`config.mk`:
```
export PLATFORM = sky130hd
export DESIGN_NAME = ball_multi_engine
export DESIGN_NICKNAME = d
export VERILOG_FILES = /design/src/rtl/ball_multi_engine.sv
export SDC_FILE = /design/constraint.sdc
export NUM_CORES = 1
export LEC_CHECK = 0
export BUFFER_PORTS_ARGS = -buffer_cell sky130_fd_sc_hd__buf_2
export CORE_MARGIN = 5
export CORE_UTILIZATION = 50
export DETAILED_ROUTE_END_ITERATION = 10
export MAX_ROUTING_LAYER = met4
export PLACE_DENSITY = 0.71
export SYNTH_ARGS = -nofsm -noshare
export SYNTH_HDL_FRONTEND = slang
export SYNTH_SLANG_ARGS = --single-unit
export TNS_END_PERCENT = 30
```
`constraint.sdc`:
```
create_clock -name clk -period 9.61 [get_ports clk]
set_input_delay 1.922 -clock clk [delete_from_list [all_inputs] [get_ports clk]]
set_output_delay 1.922 -clock clk [all_outputs]
set_load 0.1 [all_outputs]
```
`src/rtl/ball_multi_engine.sv`:
```
// ball_multi_engine: N independent bouncing square sprites, updated once per frame by a
// sequential pixel-clock FSM, rendered to registered 3-bit RGB with 1-clk aligned syncs.
module ball_multi_engine #(
  parameter int N_BALLS   = 4,
  parameter int BALL_SIZE = 4,
  parameter int H_ACTIVE  = 640,
  parameter int V_ACTIVE  = 480,
  parameter int SPEED     = 2
) (
  input  logic                 clk,
  input  logic                 res,
  input  logic [9:0]           hpos,
  input  logic [9:0]           vpos,
  input  logic                 display_on,
  input  logic                 hsync_in,
  input  logic                 vsync_in,
  input  logic                 stop,
  output logic                 hsync,
  output logic                 vsync,
  output logic [2:0]           rgb,
  output logic                 busy,
  output logic [7:0]           bounce_count,
  output logic [N_BALLS*20-1:0] ball_pos
);
  localparam int IW = N_BALLS > 1 ? $clog2(N_BALLS) : 1;
  typedef enum logic {IDLE, UPDATE} state_t;
  state_t state, next;
  logic [IW-1:0] idx;
  logic vsync_q, tick, last;
  logic [9:0] h [N_BALLS];
  logic [9:0] v [N_BALLS];
  logic dir_h [N_BALLS];
  logic dir_v [N_BALLS];
  logic [11:0] sh, sv;
  logic [2:0] color;
  logic [N_BALLS-1:0] hit;
  // Result packs {bounced, forward_dir, new_pos}; forward means right/down.
  function automatic logic [11:0] step(input logic [9:0] p, input logic d, input int lim);
    logic [10:0] q;
    q = {1'b0, p};
    if (d) step = (q + 11'(SPEED) >= 11'(lim - BALL_SIZE)) ? {2'b10, 10'(lim - BALL_SIZE)} : {2'b01, p + 10'(SPEED)};
    else step = (q <= 11'(SPEED)) ? {2'b11, 10'd0} : {2'b00, p - 10'(SPEED)};
  endfunction
  assign tick = vsync_in & ~vsync_q;
  assign busy = state == UPDATE;
  assign last = idx == IW'(N_BALLS - 1);
  assign sh = step(h[idx], dir_h[idx], H_ACTIVE);
  assign sv = step(v[idx], dir_v[idx], V_ACTIVE);
  always_comb begin
    next = state;
    next = (state == IDLE) ? ((tick && !stop) ? UPDATE : IDLE) : (last ? IDLE : UPDATE);
  end
  always_ff @(posedge clk or negedge res) begin
    if (!res) begin
      state   <= IDLE;
      vsync_q <= 1'b0;
      hsync   <= 1'b0;
      vsync   <= 1'b0;
      rgb     <= 3'b000;
    end else begin
      state   <= next;
      vsync_q <= vsync_in;
      hsync   <= hsync_in;
      vsync   <= vsync_in;
      rgb     <= display_on ? color : 3'b000;
    end
  end
  always_ff @(posedge clk or negedge res) begin
    if (!res) begin
      idx          <= '0;
      bounce_count <= '0;
      for (int i = 0; i < N_BALLS; i++) begin
        h[i]     <= 10'(H_ACTIVE / 2 - BALL_SIZE + 16 * i);
        v[i]     <= 10'(V_ACTIVE / 2 - BALL_SIZE);
        dir_h[i] <= (i % 2) == 0;
        dir_v[i] <= (i % 4) < 2;
      end
    end else if (state == UPDATE) begin
      h[idx]       <= sh[9:0];
      dir_h[idx]   <= sh[10];
      v[idx]       <= sv[9:0];
      dir_v[idx]   <= sv[10];
      bounce_count <= bounce_count + 8'(sh[11]) + 8'(sv[11]);
      idx          <= last ? '0 : idx + 1'b1;
    end
  end
  for (genvar i = 0; i < N_BALLS; i++) begin : g_ball
    logic [9:0] dh, dv;
    assign dh = hpos - h[i];
    assign dv = vpos - v[i];
    assign hit[i] = (dh < 10'(BALL_SIZE)) && (dv < 10'(BALL_SIZE));
    assign ball_pos[20*i +: 20] = {v[i], h[i]};
  end
  // Scan from the top index down so the lowest-index ball ends up on top.
  always_comb begin
    color = (hpos[2:0] == 3'd0 && vpos[2:0] == 3'd0) ? 3'b010 : 3'b000;
    for (int i = N_BALLS - 1; i >= 0; i--)
      if (hit[i]) color = 3'(i % 7 + 1);
  end
endmodule
```
Word level (Yosys, flattened, before mapping)
Cells that the tools add are included.

word-level totals
  register bits after elaboration = 104
  output and inout port bits = 94
  word-level logic and storage cells = 103
  bits of input ports = 26

operators by class
  magnitude comparators = 14
  muxes and demuxes = 36
  add/subtract/negate cells = 17
  equality and inequality tests = 1
  reduce and logical (&&, ||, !) cells = 10
  bitwise logic cells = 3

operator list
  kind                     number
  $bwmux W40               2
  $lt A10 B3 Y1 const B    8
  $sub A10 B10 Y10         8
  $mux W12                 6
  $mux W10                 5
  $bmux W10 S2             2
  $add A10 B2 Y11 const B  2
  $add A10 B2 Y10 const B  2
  $demux W10 S2            1
  $le A10 B2 Y1 const B    2
  $sub A10 B2 Y10 const B  2
  $add A8 B1 Y8            2
  $mux W3                  5
  $ge A11 B10 Y1 const B   1
  $ge A11 B9 Y1 const B    1
  $bwmux W4                2
  $mux W1                  8
  $logic_and A1 B1 Y1      7
  $logic_not A3 Y1         2
  $bmux W1 S2              2
  $mux W2                  2
  $ge A3 B3 Y1 const B     1
  $lt A3 B1 Y1 const B     1
  $not A2 Y3               1
  6 further kinds          6

Depth between registers and ports, before layout
Gate-level depths: netlist of run 1.

  word-level depth = 10
  mapped depth = 16
  mapped depth without buffers = 14

Worst setup path before layout of run 1
OpenSTA, ideal clock, no wires.

  path kind = input to register
  start = input port hpos[2]
  end = register rgb[2]
  setup time = 0.120 ns
  cell stages on the path = 10
  path buffers = 0
  arrival time = 4.304 ns
  data required time = 9.490 ns
  slack = 5.186 ns
  cells stage by stage = ha_1 > a21o_1 > a31o_2 > a311o_1 > a21o_1 > xor2_1 > or4_1 > nor4_1 > a41oi_1 > and3b_1

on the way
  cells in the longest elaborated chain, start to end = 8
  elaborated cells between the ends (all ways) = 17
  classes of those cells = add/sub: 4; order compare: 4; mux: 5; reduce/logical: 4

RTL lines
  what                    RTL line  text
  start: declaration      12        input logic [9:0] hpos,
  $sub A10 B10 Y10        89        assign dh = hpos - h[i];
  $lt A10 B3 Y1           91        assign hit[i] = (dh < 10'(BALL_SIZE)) && (dv < 10'(BALL_SIZE));
  $logic_and A1 B1 Y1     91
  $mux W3 (3 in series)   98        if (hit[i]) color = 3'(i % 7 + 1);
  $mux W3 *               98
  $mux W3 *               65        rgb <= display_on ? color : 3'b000;
  end signal: assignment  65
  end: declaration        20        output logic [2:0] rgb,

Mark *: on every way between the ends. The rest lies on a longest branch, timed or not.
A chain may end at the register's enable or synchronous reset.

Final worst setup path of run 1
Same ends and word-level chain as after synthesis.

==> results of run 1 <==
[final cells by class]
class | instances | share of cell area (%)
multi-input cells | 701 | 55.0
flip-flops and latches | 104 | 28.2
repair buffers | 126 | 6.92
inverters | 95 | 3.79
well taps | 220 | 2.93
clock buffers | 10 | 2.43
clock inverters | 6 | 0.718
[cell usage in the layout, fill, tap and decap left out, types with 26 or more instances in the layout]
cell                      Yosys  layout
sky130_fd_sc_hd__buf_2        2     118
sky130_fd_sc_hd__nand2_1    114     114
sky130_fd_sc_hd__inv_1       95      95
sky130_fd_sc_hd__ha_1        75      75
sky130_fd_sc_hd__dfrtp_1     61      61
sky130_fd_sc_hd__o21ai_0     52      52
sky130_fd_sc_hd__a21oi_1     49      49
sky130_fd_sc_hd__nor2_1      48      48
sky130_fd_sc_hd__dfstp_2     43      43
sky130_fd_sc_hd__xor2_1      32      32
sky130_fd_sc_hd__xnor2_1     31      31
sky130_fd_sc_hd__mux2_2      27      27
sky130_fd_sc_hd__o21ai_1     26      26
[power breakdown]
part           internal (uW)  leakage, uW  total, uW  switching, uW
logic                    719      0.00291       2460           1740
clock network            204     0.000139        376            173
registers                592      0.00124        743            151
[worst max-delay path by stage]
stage / end / slack (ns) / cells after the start
2_1_floorplan: rgb[2] / 5.19 / 10
3_3_place_gp: rgb[2] / 4.88 / 11
3_5_place_dp: rgb[2] / 4.87 / 11
4_1_cts: rgb[2] / 5.24 / 11
5_1_grt: bounce_count[1] / 4.97 / 14
6_report: rgb[2] / 5.23 / 11
[per-stage QoR]
step / std cells / utilization, % / cell area [um2] / hold WS (ns) / power [uW]
6_report: 1262 / 57.1 / 9410 / 0.456 / 3580
2_1_floorplan: 930 / - / 8350 / 0.443 / 2720
3_5_place_dp: 1246 / 55.3 / 9110 / 0.450 / 3200
3_3_place_gp: 1246 / 55.3 / 9110 / 0.440 / 3170
5_1_grt: 1262 / 57.1 / 9410 / 0.483 / 3810
4_1_cts: 1262 / 57.1 / 9410 / 0.459 / 3580
[registers in the layout, indices dropped and copies added (netlist names)]
| register | cells |
|---|---|
| hsync | 1 |
| dir_h | 4 |
| rgb | 3 |
| idx | 2 |
| vsync_q | 1 |
| dir_v | 4 |
| bounce_count | 8 |
| busy | 1 |
| ball_pos | 80 |
[Yosys cell counts, types with 16 or more instances]
cell / count
sky130_fd_sc_hd__mux2_2: 27
sky130_fd_sc_hd__nor3_1: 21
sky130_fd_sc_hd__nand2_1: 114
sky130_fd_sc_hd__mux4_2: 21
sky130_fd_sc_hd__clkbuf_1: 18
sky130_fd_sc_hd__a21oi_1: 49
sky130_fd_sc_hd__o21ai_1: 26
sky130_fd_sc_hd__inv_1: 95
sky130_fd_sc_hd__xor2_1: 32
sky130_fd_sc_hd__nand3_1: 19
sky130_fd_sc_hd__xnor2_1: 31
sky130_fd_sc_hd__dfrtp_1: 61
sky130_fd_sc_hd__dfstp_2: 43
sky130_fd_sc_hd__ha_1: 75
sky130_fd_sc_hd__a21o_1: 20
sky130_fd_sc_hd__o21ai_0: 52
sky130_fd_sc_hd__nand2b_1: 16
sky130_fd_sc_hd__nor2_1: 48
[per-layer routing]
layer	vias up	GRT usage (%)	part of all wire [%]
met2	225	37.2	45
li1	3509	-	-
met4	0	5.92	1.7
met5	-	-	0
met3	21	3.74	6.5
met1	3402	36.4	47
[cell families (layout without fill, tap and decap cells)]
family	Yosys count	in the layout	synth area share [%]
DFF	104	104	31.8
xor gates and xnor gates	63	63	6.61
and+or+nand+nor	282	282	16.5
AOI/OAI and AO/OA	223	223	16.9
buffers and inverters	125	237	6.29
adders and majority gates	76	76	11.5
muxes	57	57	10.4
[worst max-delay path, stage by stage]
cell,delay [ns]
sky130_fd_sc_hd__buf_2,0.14
sky130_fd_sc_hd__ha_1,0.34
sky130_fd_sc_hd__a21o_1,0.20
sky130_fd_sc_hd__a31o_2,0.24
sky130_fd_sc_hd__a311o_1,0.35
sky130_fd_sc_hd__a21o_1,0.21
sky130_fd_sc_hd__xor2_1,0.13
sky130_fd_sc_hd__or4_1,0.50
sky130_fd_sc_hd__nor4_1,0.27
sky130_fd_sc_hd__a41oi_1,0.11
sky130_fd_sc_hd__and3b_1,0.21
==> metrics.yaml, run 1 <==
synth-async-reset-ratio_pct: 100
regToRegSetupSlack_ns: 5.31
worst_skew_pair.late_latency_ns: 0.36
cts_hold_buffers: 0
achievable-frequency_mhz: 228
report.final.slew_viol_count: 0
cp.arrival_ns: 4.62
worst_hold_startpoint: "vsync_q"
max_cap_viol_count: 0
boundaryPins: 120
first_iter_violations: 565
area_of_the_die_mm2: 0.0194
detail_route.vias_per_cell: 5.67
power_leakage_uw: 0.00429
wl_per_cell_um: 18.7
path_max_fanout: 5
power_density_mw_per_mm2: 381
grt.overflow.total: 0
dominantRegCellSynth: "sky130_fd_sc_hd__dfrtp_1"
type_of_destination_of_the_critical_path: "flop"
grt_first_pass_wirelength_um: 37700
run_status: "finished, final reports clean"
postLayoutSetupSlackWorst_ns: 5.23
clock-sinks: 104
seq_area_frac_synth_pct: 31.8
initial_core_util_pct: 50.7
yosys.area.top_type_share_pct: 18.3
min-delay-path-class: "reg -> reg"
post-dp-hpwl_um: 18200
post_cts_setup_driven_buffer_insertion_count: 0
totalNegativeSetupSlack_ns: 0
worst-slew-pin-transition_ns: 0.819
cts_made_buffers: 9
layout-area-overhead-vs-synth_pct: 12.6
cts_resized: 0
pre_cts_slack_ns: 4.87
rsz0062_at_grt: "no"
final_antenna_net_count: 0
seq_area_mm2: 0.00266
detailroute.via_count: 7157
antenna_cells_inserted: 0
synth_area_leaders: "sky130_fd_sc_hd__dfrtp_1, sky130_fd_sc_hd__dfstp_2, sky130_fd_sc_hd__ha_1"
io_buffers: 119
timing.critical_path.required_ns: 9.85
filler_cell_count: 1522
yosys.area.top_type: "sky130_fd_sc_hd__dfrtp_1"
netlist-cell-type-count: 74
antenna_found_initial: 0
drcViolationCount: 0
drtPass1Iterations: 6
layout.nets: 1139
r2r-end: "bounce_count[1]"
area_inside_the_core_boundary_mm2: 0.0165
syn_area_per_cell_um2: 8.98
std_cell_rows: 47
postRouteWirelength_um: 23500
grt_use_total_pct: 25.1
synthCells: 930
max-vdd-ir-drop_mv: 0.272
worstSetupStartpoint: "hpos[2]"
synth-seq-cells: 104
place.gp.congestion: 0.981
worst_case_clock_skew_ns: 0.0105
tritoncts_clock_tree: "yes"
clk_transition_reported_paths_ns: 0.07
slew_headroom_pct: 45.4
h_tree_lvl_count: 3
synthesis.nets: 1032
period_minus_slack_ns: 4.38
setup-violations-final: 0
worstRegToRegCells: 14
die_h_um: 139
multi_input_area_mm2: 0.00517
min_to: "busy"
min_path_cells: 1
layout_worst_path_cycle_share_pct: 45.6
number_of_global_route_vias_before_repair: 6848
hold_viol_final: 0
crit_path_start_kind: "primary input"
number_of_warnings_printed_during_yosys_synthesis: 0
number_of_flops_mapped_to_enable_cells_by_yosys: 0
worst-setup-path-type: "in -> reg"
largest_net_degree_at_the_start_of_global_routing: 65
clk_root_buffer_cell: "sky130_fd_sc_hd__clkbuf_16"
cell_area_synth_mm2: 0.00835
post_route_cells_drive_above_1_share_pct: 24.9
chipWidth_um: 139
rr_startpoint: "idx[0]"
clock_tree.buffer_depth: 2
Power figures use the tool's default switching activity.
==> run 2, diff against run 1 <==
ABC_AREA = 1   (was default)
PLACE_DENSITY = 0.73   (was 0.71)
clock period = 3.6 ns   (was 9.61 ns; I/O delays follow)
==> run 2 against run 1 <==
Effect of this change:
- design area rose by 27%
- setup slack worse by 5.0 ns
- sequential cell count is the same
- critical path depth up 9
- clock skew rose by 0.0021 ns
- core utilization is 0.16 points lower
- sequential share of layout area is 5.9 points lower
- via count rose by 60%
- critical path type is now reg -> reg
==> metrics.yaml, run 2 <==
path_max_fanout: 11  # was 5
grt.overflow.total: 0  # unchanged
synthesis.nets: 1814  # was 1032
number_of_flops_mapped_to_enable_cells_by_yosys: 0  # unchanged
detail_route.vias_per_cell: 5.43  # was 5.67
most_common_cell_in_the_netlist: "sky130_fd_sc_hd__nand2_1"  # unchanged
chipWidth_um: 155  # was 139 um
setup-violations-final: 0  # unchanged
seq_area_mm2: 0.00266  # about the same
multi_input_area_mm2: 0.00679  # was 0.00517 mm2
yosys-top-cells-count: "sky130_fd_sc_hd__nand2_1, sky130_fd_sc_hd__inv_1, sky130_fd_sc_hd__nand3_1"  # was sky130_fd_sc_hd__nand2_1, sky130_fd_sc_hd__inv_1, sky130_fd_sc_hd__ha_1
layout-area-overhead-vs-synth_pct: 12.9  # was 12.6%
antenna_found_initial: 0  # unchanged
tritoncts_clock_tree: "yes"  # unchanged
hold_viol_final: 0  # unchanged
clk_transition_reported_paths_ns: 0.08  # was 0.07 ns
run_status: "finished, final reports clean"  # unchanged
worst-setup-path-type: "reg -> reg"  # was in -> reg
layout.nets: 1933  # was 1139
layout_worst_path_cycle_share_pct: 94.2
crit_path_start_kind: "flop"  # was primary input
slew_headroom_pct: 20.5  # was 45.4%
worst_case_clock_skew_ns: 0.0126  # was 0.0105 ns
grt_first_pass_wirelength_um: 56800  # was 37700 um
clock_tree.buffer_depth: 2  # unchanged
io_buffers: 119  # unchanged
number_of_flip_flops_under_the_largest_register_name: 80  # unchanged
die_h_um: 155  # was 139 um
synth_area_leaders: "sky130_fd_sc_hd__nand2_1, sky130_fd_sc_hd__dfrtp_1, sky130_fd_sc_hd__dfstp_2"  # was sky130_fd_sc_hd__dfrtp_1, sky130_fd_sc_hd__dfstp_2, sky130_fd_sc_hd__ha_1
place.gp.congestion: 0.938  # was 0.981
dominantRegCellSynth: "sky130_fd_sc_hd__dfrtp_1"  # unchanged
cell_area_synth_mm2: 0.0105  # was 0.00835 mm2
netlist-cell-type-count: 47  # was 74
min-delay-path-class: "in -> async"  # was reg -> reg
synthCells: 1712  # was 930
layout.cells.most_common_list: "sky130_fd_sc_hd__nand2_1, sky130_fd_sc_hd__inv_1, sky130_fd_sc_hd__nand3_1"  # was sky130_fd_sc_hd__buf_2, sky130_fd_sc_hd__nand2_1, sky130_fd_sc_hd__inv_1
postRouteWirelength_um: 36300  # was 23500 um
cp.arrival_ns: 3.68  # was 4.62 ns
period_minus_slack_ns: 3.39
cts_hold_buffers: 0  # unchanged
syn_area_per_cell_um2: 6.16  # was 8.98 um2
boundaryPins: 120  # unchanged
grt_use_total_pct: 30.8  # was 25.1%
first_iter_violations: 948  # was 565
type_of_destination_of_the_critical_path: "flop"  # unchanged
max_cap_viol_count: 0  # unchanged
seq_area_frac_synth_pct: 25.2  # was 31.8%
post-dp-hpwl_um: 28300  # was 18200 um
report.final.slew_viol_count: 0  # unchanged
timing.critical_path.required_ns: 3.89  # was 9.85 ns
yosys.area.top_type_share_pct: 25.5  # was 18.3%
detailroute.via_count: 11500  # was 7157
synth-async-reset-ratio_pct: 100  # unchanged
final_antenna_net_count: 0  # unchanged
worst_skew_pair.late_latency_ns: 0.36  # about the same
drtPass1Iterations: 7  # was 6
std_cell_rows: 53  # was 47
area_of_the_die_mm2: 0.0241  # was 0.0194 mm2
filler_cell_count: 2094  # was 1522
fin_worst_hold_slack_ns: 0.428  # was 0.456 ns
h_tree_lvl_count: 3  # unchanged
yosys.area.top_type: "sky130_fd_sc_hd__nand2_1"  # was sky130_fd_sc_hd__dfrtp_1
post_route_cells_drive_above_1_share_pct: 15.8  # was 24.9%
wl_per_cell_um: 17.2  # was 18.7 um
area_inside_the_core_boundary_mm2: 0.0209  # was 0.0165 mm2
largest_net_degree_at_the_start_of_global_routing: 53  # was 65
synth-seq-cells: 104  # unchanged
number_of_global_route_vias_before_repair: 10700  # was 6848
achievable-frequency_mhz: 295
clk_root_buffer_cell: "sky130_fd_sc_hd__clkbuf_16"  # unchanged
drcViolationCount: 0  # unchanged
initial_core_util_pct: 50.5  # was 50.7%
number_of_warnings_printed_during_yosys_synthesis: 0  # unchanged
layout.cells.most_common: "sky130_fd_sc_hd__nand2_1"  # was sky130_fd_sc_hd__buf_2
clock-sinks: 104  # unchanged
worst-slew-pin-transition_ns: 1.19  # was 0.819 ns
cts_made_buffers: 9  # unchanged
## run 2: cell count changes in the layout (fill, tap and decap cells not counted), moves of 16 or more
| cell | before | now |
|---|---|---|
| sky130_fd_sc_hd__a21o_1 | 20 | 4 |
| sky130_fd_sc_hd__nand2_1 | 114 | 715 |
| sky130_fd_sc_hd__nand2_2 | 1 | 19 |
| sky130_fd_sc_hd__nand3_1 | 19 | 145 |
| sky130_fd_sc_hd__nor2_1 | 48 | 90 |
| sky130_fd_sc_hd__nand4_1 | 6 | 36 |
| sky130_fd_sc_hd__mux4_2 | 21 | 0 |
| sky130_fd_sc_hd__mux2_2 | 27 | 0 |
| sky130_fd_sc_hd__nand3b_1 | 3 | 22 |
| sky130_fd_sc_hd__xnor2_1 | 31 | 10 |
| sky130_fd_sc_hd__inv_1 | 95 | 234 |
| sky130_fd_sc_hd__nand2b_1 | 16 | 0 |
## run 2: per-stage QoR
| step | worst slack (ns) | util, % | TNS, ns | instances | cell area [um2] |
|---|---|---|---|---|---|
| final | 0.209 | 57.0 | 0 | 2112 | 11900 |
| after global routing | -0.0397 | 57.0 | -0.0397 | 2111 | 11900 |
| after CTS | 0.197 | 55.9 | 0 | 2099 | 11700 |
| after detailed placement | 0.202 | 54.5 | 0 | 2083 | 11400 |
| after global placement | 0.264 | 54.5 | 0 | 2083 | 11400 |
| after floorplan | 0.0370 | - | 0 | 1712 | 10500 |
## run 2: worst max-delay path, stage by stage (launching register included)
cell and delay (ns):
sky130_fd_sc_hd__dfrtp_2 0.52, sky130_fd_sc_hd__buf_12 0.15, sky130_fd_sc_hd__buf_8 0.09, sky130_fd_sc_hd__buf_4 0.16, sky130_fd_sc_hd__nand2_1 0.10, sky130_fd_sc_hd__nand3_2 0.13
sky130_fd_sc_hd__nand2_4 0.10, sky130_fd_sc_hd__nor2_4 0.13, sky130_fd_sc_hd__nand2_1 0.11, sky130_fd_sc_hd__nor2_2 0.12, sky130_fd_sc_hd__nor2_1 0.06, sky130_fd_sc_hd__nor2_2 0.14
sky130_fd_sc_hd__nand3_2 0.14, sky130_fd_sc_hd__nand3_2 0.10, sky130_fd_sc_hd__nand2_4 0.11, sky130_fd_sc_hd__fa_1 0.40, sky130_fd_sc_hd__inv_1 0.08, sky130_fd_sc_hd__ha_1 0.16
sky130_fd_sc_hd__nand4_1 0.15, sky130_fd_sc_hd__nor3_2 0.22, sky130_fd_sc_hd__xor2_1 0.15
## run 2: layer usage
| layer | part of all wire [%] | wire length, um | global-route usage [%] |
|---|---|---|---|
| met2 | 44 | 16100 | 47.6 |
| met4 | 2.5 | 903 | 8.67 |
| met3 | 8.8 | 3220 | 5.92 |
| met5 | 0 | 0 | - |
| met1 | 44 | 16200 | 41.5 |
## run 2: path summary, 6_finish.rpt
path / startpoint / endpoint / slack (ns) / cells after the start
max: idx[0] / bounce_count[6] / 0.21 / 20
min: res / ball_pos[41] / 0.43 / 1
max reg2reg: idx[0] / bounce_count[6] / 0.21 / 20
min reg2reg: vsync_q / busy / 0.47 / 1
max in group asynchronous: res / ball_pos[55] / 2.25 / 2
min in group clk: hsync_in / hsync / 0.46 / 1
## run 2: logic make-up (layout without fill, tap and decap cells)
kind of cell,after synthesis,after routing,synth area share [%]
AOI/OAI and AO/OA,133,133,7.34
DFF,104,104,25.2
buffers and inverters,281,405,11.0
other,0,1,0
and+or+nand+nor,1090,1090,45.0
adders and majority gates,76,76,9.09
xor gates and xnor gates,28,28,2.33
## run 2: cell type report
type / count / share of cell area, %
clock buffers: 11 / 2.04
repair buffers: 144 / 7.13
well taps: 275 / 2.89
multi-input cells: 1327 / 57.1
diodes: 1 / 0.0210
inverters: 244 / 7.84
repair inverters: 1 / 0.0736
clock inverters: 5 / 0.536
flip-flops and latches: 104 / 22.4
## run 2: timing repair
action                                  CTS  global route
setup buffers                             0            10
gates resized for setup                   0            21
endpoints found under the setup margin    0             5
Power of run 2 is left out: the tool's default activity adds up to more than one toggle a clock period on the data nets, which glitch-free logic cannot reach.
